==> src/rtl/gsim_sweep_ctrl.sv <==
// rtl/gsim_sweep_ctrl.sv - Gauss-Seidel sweep controller feeding the GSIM PE and streaming the solved x vector.
// Optional early exit on an unchanged sweep is built when GSIM_CONV_EN is defined.
module gsim_sweep_ctrl #(
    parameter int N_ITER = 100,
    parameter int PE_LAT = 2,
    parameter int ITER_W = 8
) (
    input  logic              clk,
    input  logic              reset,
    input  logic [15:0]       b_in,
    input  logic              b_valid,
    output logic              b_ready,
    output logic [33:0]       pe_in_1,
    output logic [33:0]       pe_in_2,
    output logic [33:0]       pe_in_3,
    output logic [33:0]       pe_in_4,
    output logic [33:0]       pe_in_5,
    output logic [33:0]       pe_in_6,
    output logic [15:0]       pe_b,
    input  logic [37:0]       pe_out,
    output logic [31:0]       x_out,
    output logic              x_valid,
    input  logic              x_ready,
    output logic              busy,
    output logic [ITER_W-1:0] iter_cnt
);

    typedef enum logic [2:0] {
        S_IDLE,
        S_LOAD,
        S_ISSUE,
        S_WAIT,
        S_WB,
        S_OUT
    } state_t;

    state_t            state_q, state_d;
    logic [3:0]        idx_q, idx_d;
    logic [ITER_W-1:0] iter_q, iter_d;
    logic [2:0]        wait_q, wait_d;
    logic [31:0]       x_q [16];
    logic [31:0]       x_d [16];
    logic [15:0]       b_q [16];
    logic [15:0]       b_d [16];
    logic [33:0]       pe_q [6];
    logic [33:0]       pe_d [6];
    logic [15:0]       pe_b_q, pe_b_d;
    logic [31:0]       x_out_q, x_out_d;
    logic [31:0]       wb_val;
    logic [ITER_W-1:0] iter_inc;
    logic              sweep_done;
`ifdef GSIM_CONV_EN
    logic              changed_q, changed_d;
`endif

    function automatic logic [33:0] sext(input logic [31:0] v);
        return {{2{v[31]}}, v};
    endfunction

    function automatic logic [31:0] sat32(input logic [37:0] v);
        if ((&v[37:31]) || (~|v[37:31])) begin
            return v[31:0];
        end else if (v[37]) begin
            return 32'h8000_0000;
        end else begin
            return 32'h7FFF_FFFF;
        end
    endfunction

    assign wb_val   = sat32(pe_out);
    assign iter_inc = iter_q + ITER_W'(1);

`ifdef GSIM_CONV_EN
    // The i=15 write-back itself counts towards the sweep's change flag.
    assign sweep_done = (iter_inc == ITER_W'(N_ITER)) ||
                        !(changed_q || (wb_val != x_q[idx_q]));
`else
    assign sweep_done = (iter_inc == ITER_W'(N_ITER));
`endif

    assign b_ready  = (state_q == S_IDLE) || (state_q == S_LOAD);
    assign busy     = (state_q != S_IDLE);
    assign x_valid  = (state_q == S_OUT);
    assign x_out    = x_out_q;
    assign iter_cnt = iter_q;
    assign pe_in_1  = pe_q[0];
    assign pe_in_2  = pe_q[1];
    assign pe_in_3  = pe_q[2];
    assign pe_in_4  = pe_q[3];
    assign pe_in_5  = pe_q[4];
    assign pe_in_6  = pe_q[5];
    assign pe_b     = pe_b_q;

    always_comb begin
        state_d = state_q;
        idx_d   = idx_q;
        iter_d  = iter_q;
        wait_d  = wait_q;
        x_d     = x_q;
        b_d     = b_q;
        pe_d    = pe_q;
        pe_b_d  = pe_b_q;
        x_out_d = x_out_q;
`ifdef GSIM_CONV_EN
        changed_d = changed_q;
`endif
        case (state_q)
            S_IDLE: begin
                if (b_valid) begin
                    b_d[0] = b_in;
                    idx_d  = 4'd1;
                    iter_d = '0;
                    for (int k = 0; k < 16; k++) begin
                        x_d[k] = '0;
                    end
                    state_d = S_LOAD;
                end
            end
            S_LOAD: begin
                if (b_valid) begin
                    b_d[idx_q] = b_in;
                    idx_d      = idx_q + 4'd1;
                    if (idx_q == 4'd15) begin
                        idx_d   = 4'd0;
                        state_d = S_ISSUE;
                    end
                end
            end
            S_ISSUE: begin
                // Out-of-range neighbours read as zero; the 4-bit index wrap is masked by the guards.
                pe_d[0] = (idx_q <= 4'd12) ? sext(x_q[idx_q + 4'd3]) : '0;
                pe_d[1] = (idx_q >= 4'd3)  ? sext(x_q[idx_q - 4'd3]) : '0;
                pe_d[2] = (idx_q <= 4'd13) ? sext(x_q[idx_q + 4'd2]) : '0;
                pe_d[3] = (idx_q >= 4'd2)  ? sext(x_q[idx_q - 4'd2]) : '0;
                pe_d[4] = (idx_q <= 4'd14) ? sext(x_q[idx_q + 4'd1]) : '0;
                pe_d[5] = (idx_q >= 4'd1)  ? sext(x_q[idx_q - 4'd1]) : '0;
                pe_b_d  = b_q[idx_q];
`ifdef GSIM_CONV_EN
                if (idx_q == 4'd0) begin
                    changed_d = 1'b0;
                end
`endif
                if (PE_LAT == 1) begin
                    state_d = S_WB;
                end else begin
                    wait_d  = 3'(PE_LAT - 1);
                    state_d = S_WAIT;
                end
            end
            S_WAIT: begin
                if (wait_q <= 3'd1) begin
                    state_d = S_WB;
                end else begin
                    wait_d = wait_q - 3'd1;
                end
            end
            S_WB: begin
                x_d[idx_q] = wb_val;
`ifdef GSIM_CONV_EN
                if (wb_val != x_q[idx_q]) begin
                    changed_d = 1'b1;
                end
`endif
                if (idx_q != 4'd15) begin
                    idx_d   = idx_q + 4'd1;
                    state_d = S_ISSUE;
                end else begin
                    idx_d  = 4'd0;
                    iter_d = iter_inc;
                    if (sweep_done) begin
                        x_out_d = x_q[0];
                        state_d = S_OUT;
                    end else begin
                        state_d = S_ISSUE;
                    end
                end
            end
            S_OUT: begin
                if (x_ready) begin
                    if (idx_q == 4'd15) begin
                        idx_d   = 4'd0;
                        state_d = S_IDLE;
                    end else begin
                        idx_d   = idx_q + 4'd1;
                        x_out_d = x_q[idx_q + 4'd1];
                    end
                end
            end
            default: state_d = S_IDLE;
        endcase
    end

    always_ff @(posedge clk) begin
        if (reset) begin
            state_q <= S_IDLE;
            idx_q   <= '0;
            iter_q  <= '0;
            wait_q  <= '0;
            pe_b_q  <= '0;
            x_out_q <= '0;
            for (int k = 0; k < 16; k++) begin
                x_q[k] <= '0;
                b_q[k] <= '0;
            end
            for (int k = 0; k < 6; k++) begin
                pe_q[k] <= '0;
            end
`ifdef GSIM_CONV_EN
            changed_q <= 1'b0;
`endif
        end else begin
            state_q <= state_d;
            idx_q   <= idx_d;
            iter_q  <= iter_d;
            wait_q  <= wait_d;
            pe_b_q  <= pe_b_d;
            x_out_q <= x_out_d;
            x_q     <= x_d;
            b_q     <= b_d;
            pe_q    <= pe_d;
`ifdef GSIM_CONV_EN
            changed_q <= changed_d;
`endif
        end
    end

endmodule

==> config.mk <==
export PLATFORM = sky130hd
export DESIGN_NAME = gsim_sweep_ctrl
export DESIGN_NICKNAME = d
export VERILOG_FILES = /design/src/rtl/gsim_sweep_ctrl.sv
export SDC_FILE = /design/constraint.sdc
export NUM_CORES = 2
export LEC_CHECK = 0
export CAP_MARGIN = 20
export CORE_AREA = 4 4 281 490
export DETAILED_ROUTE_END_ITERATION = 12
export DIE_AREA = 0 0 285 494
export PLACE_DENSITY = 0.67
export SYNTH_ARGS = -nofsm -noshare
export SYNTH_HDL_FRONTEND = slang
export SYNTH_SLANG_ARGS = --single-unit
==> constraint.sdc <==
create_clock -name clk -period 4.05 [get_ports clk]
set_input_delay 0.81 -clock clk [delete_from_list [all_inputs] [get_ports clk]]
set_output_delay 0.81 -clock clk [all_outputs]
set_load 0.03 [all_outputs]
==> results.toml <==
[status]
outcome = "finished, final reports clean"

[yosys]
syn_inst = 5510
yosys.area.top_type = "dfxtp_1"
ys_warn_count = 0
synth_seq_cells = 1026
netlist.area_leader.share_pct = 38.6
syn-num-nets = 5581
synth-seq-area-share_pct = 38.6
ys_top_cells_by_area = "dfxtp_1 39%, mux4_2 25%, nand2_1 9.0%, a21oi_1 7.4%, o21ai_0 4.9%"
avgSynthCellArea_um2 = 9.66
ys_top_cells_by_count = "1,276 x nand2_1, 1,026 x dfxtp_1, 786 x a21oi_1, 592 x mux4_2, 524 x o21ai_0"
async_reset_ff_share_pct = 0
yosysMostFrequentCell = "nand2_1"
synth-main-ff-cell = "dfxtp_1"
synth_area_um2 = 53200
synth_edf_count = 0
ys_types = 63

[sta]
fin_ws_ns = 0.591
finalSetupTns_ns = 0
clock.fmax_ghz = 0.289
finalSetupViolations = 0
drv_slew = 0
finalCriticalPeriod_ns = 3.46
maxSlewHeadroom_pct = 5.65
hold_viol_final = 0
worst_pin_slew_ns = 1.42
finalCritPeriodShare_pct = 85.4
fin_skew_ns = 0.0529
rsz0062_at_grt = "false"

[grt]
grt_pass1_vias = 45600
grtUsageTotal_pct = 27.7
grt_overflow = 0
grt_pass1_wl_um = 297000
grt_max_degree = 218
antenna_found_initial = 15

[worst_setup_path]
path_max_fanout = 17
worst-setup-path-type = "reg2out"
critical_path.endpoint_type = "primary output"
cp.required_ns = 3.24
cpLargestDelayFamily = "buffers and inverters"
cp.arrival_ns = 2.65
start_kind = "register"
crit_buf_inv = 1
crit_cells = 3
slowest_delay_ns = 0.72
path_cells = "nor2_1, nand2_1, clkdlybuf4s50_1"
worstRegToRegCells = 6
crit_path_top_delay_cell = "clkdlybuf4s50_1"

[detailed_routing]
wl_per_cell_um = 27.3
drt_wl_total_um = 202000
vias_per_cell = 6.34
dr_total_vias = 46900
firstDrtPassIters = 6
drtAntennaViolNets = 0
drcViolationCount = 0
drt-initial-drc-count = 5873

[die]
die_w_um = 285
initial_utilization_pct = 39.8
die_h_um = 494
io_pins = 321
fp-row-count = 178
core_area_um2 = 134000
dieArea_um2 = 141000

[clock_network]
clockBufferDepth = 3
root_buffer = "clkbuf_16"
cts_tree = "done"
h-tree-depth = 3
numCtsBuffers = 99
clk_pin_slew_ns = 0.07
clkSinkCount = 1026
postCtsHoldBufs = 0
cts-resized-gates = 0
clk_latency_ns = 0.74
postCtsSetupBuffers = 0

[power_and_ir_drop]
ir_drop_mv = 0.383
power_per_cell_area_nw_per_um2 = 362
total_leakage_power_nw = 19.0

[finish]
instances_no_fill = 7396
drive_gt1_share_pct = 18.4
area_growth_pct = 16.2
layout.nets = 5583

[job]
drv_cap = 0

[placed_design]
io_buffers = 320
place_ws_ns = 0.649
dp_hpwl_um = 128000
place.gp.congestion = 0.907
dp.cells = 7211

[worst_hold_path]
min_path_type = "in2reg"
worstHoldPathCells = 2
==> placed cells by master, fill, tap and decap left out, types with 7 or more instances in the layout <==
cell type | netlist | final
a21boi_1 | 32 | 31
a21oi_1 | 786 | 784
a22o_1 | 80 | 80
a311oi_1 | 9 | 9
a311oi_2 | 24 | 24
a32o_1 | 64 | 64
buf_12 | 2 | 46
buf_4 | 20 | 131
bufinv_16 | 0 | 8
clkbuf_1 | 430 | 13
clkbuf_16 | 0 | 100
clkbuf_8 | 0 | 19
clkdlybuf4s50_1 | 0 | 318
clkinv_2 | 0 | 19
dfxtp_1 | 1026 | 1023
diode_2 | 0 | 7
ha_1 | 13 | 11
inv_1 | 73 | 73
mux2i_1 | 129 | 129
mux4_2 | 592 | 592
nand2_1 | 1276 | 1274
nand3_1 | 26 | 26
nor2_1 | 75 | 47
nor2_4 | 0 | 28
nor3_1 | 40 | 39
nor3b_1 | 16 | 16
o21ai_0 | 524 | 524
o21ai_1 | 45 | 45
==> power by group <==
part / total, mW / switching [mW] / internal [mW]
registers: 10.2 / 0.0480 / 10.1
clock network: 9.79 / 4.36 / 5.43
logic: 2.40 / 1.68 / 0.722
total: 22.4 / 6.09 / 16.3
==> registers in the layout, summed over array words and instances, names as in the netlist, 8 cells and up <==
signal    cells
b_q         256
iter_cnt      8
pe_b         16
pe_in_1      32
pe_in_2      32
pe_in_3      32
pe_in_4      32
pe_in_5      32
pe_in_6      32
x_out        32
x_q         512
==> per-layer routing <==
layer  track usage, %  routed length, um  up-vias
li1                 -                  -    20000
met1             32.8              69700    23000
met2             43.8              92500     3098
met3             7.33              23100      794
met4             19.5              16500       22
met5                0                128        -
==> kinds of logic (layout without fill, tap and decap cells) <==
family                     count (synthesis)  in the layout  synth area share, %
DFF                                     1026           1026                 38.6
buffers and inverters                    671            750                 5.42
AOI/OAI and AO/OA                       1586           1586                 16.9
other                                      0              7                    0
adders and majority gates                 13             13                0.306
and+or+nand+nor                         1479           1479                 11.0
muxes                                    721            721                 27.5
xor gates and xnor gates                  14             14                0.273
==> stage by stage <==
stage / power (mW) / hold slack [ns] / utilization (%) / cell area (um2)
4_1_cts: 22.4 / 0.419 / 46.2 / 61800
3_5_place_dp: 12.7 / 0.442 / 43.7 / 58400
5_1_grt: 22.9 / 0.437 / 46.2 / 61800
3_3_place_gp: 12.7 / 0.436 / 43.7 / 58400
6_report: 22.4 / 0.444 / 46.2 / 61800
2_1_floorplan: 11.8 / 0.429 / - / 53200
==> area by class of cell <==
class                   count  area (um2)
clock buffers             132        2810
well taps                1800        2250
clock inverters            46         554
repair buffers            497        5120
fillers                 12300       72000
inverters                  75         282
diodes                      7        17.5
flip-flops and latches   1026       20500
multi-input cells        3813       30200
==> final timing paths <==
check,to,slack (ns),startpoint
worst max-delay path,busy,0.59,state_q[1]
worst max register to register,pe_in_6[20],0.74,idx_q[0]
worst min-delay path,b_q[90],0.44,reset
worst min register to register,b_q[221],0.45,b_q[221]
Note: power is estimated with default switching activity, not from simulation.
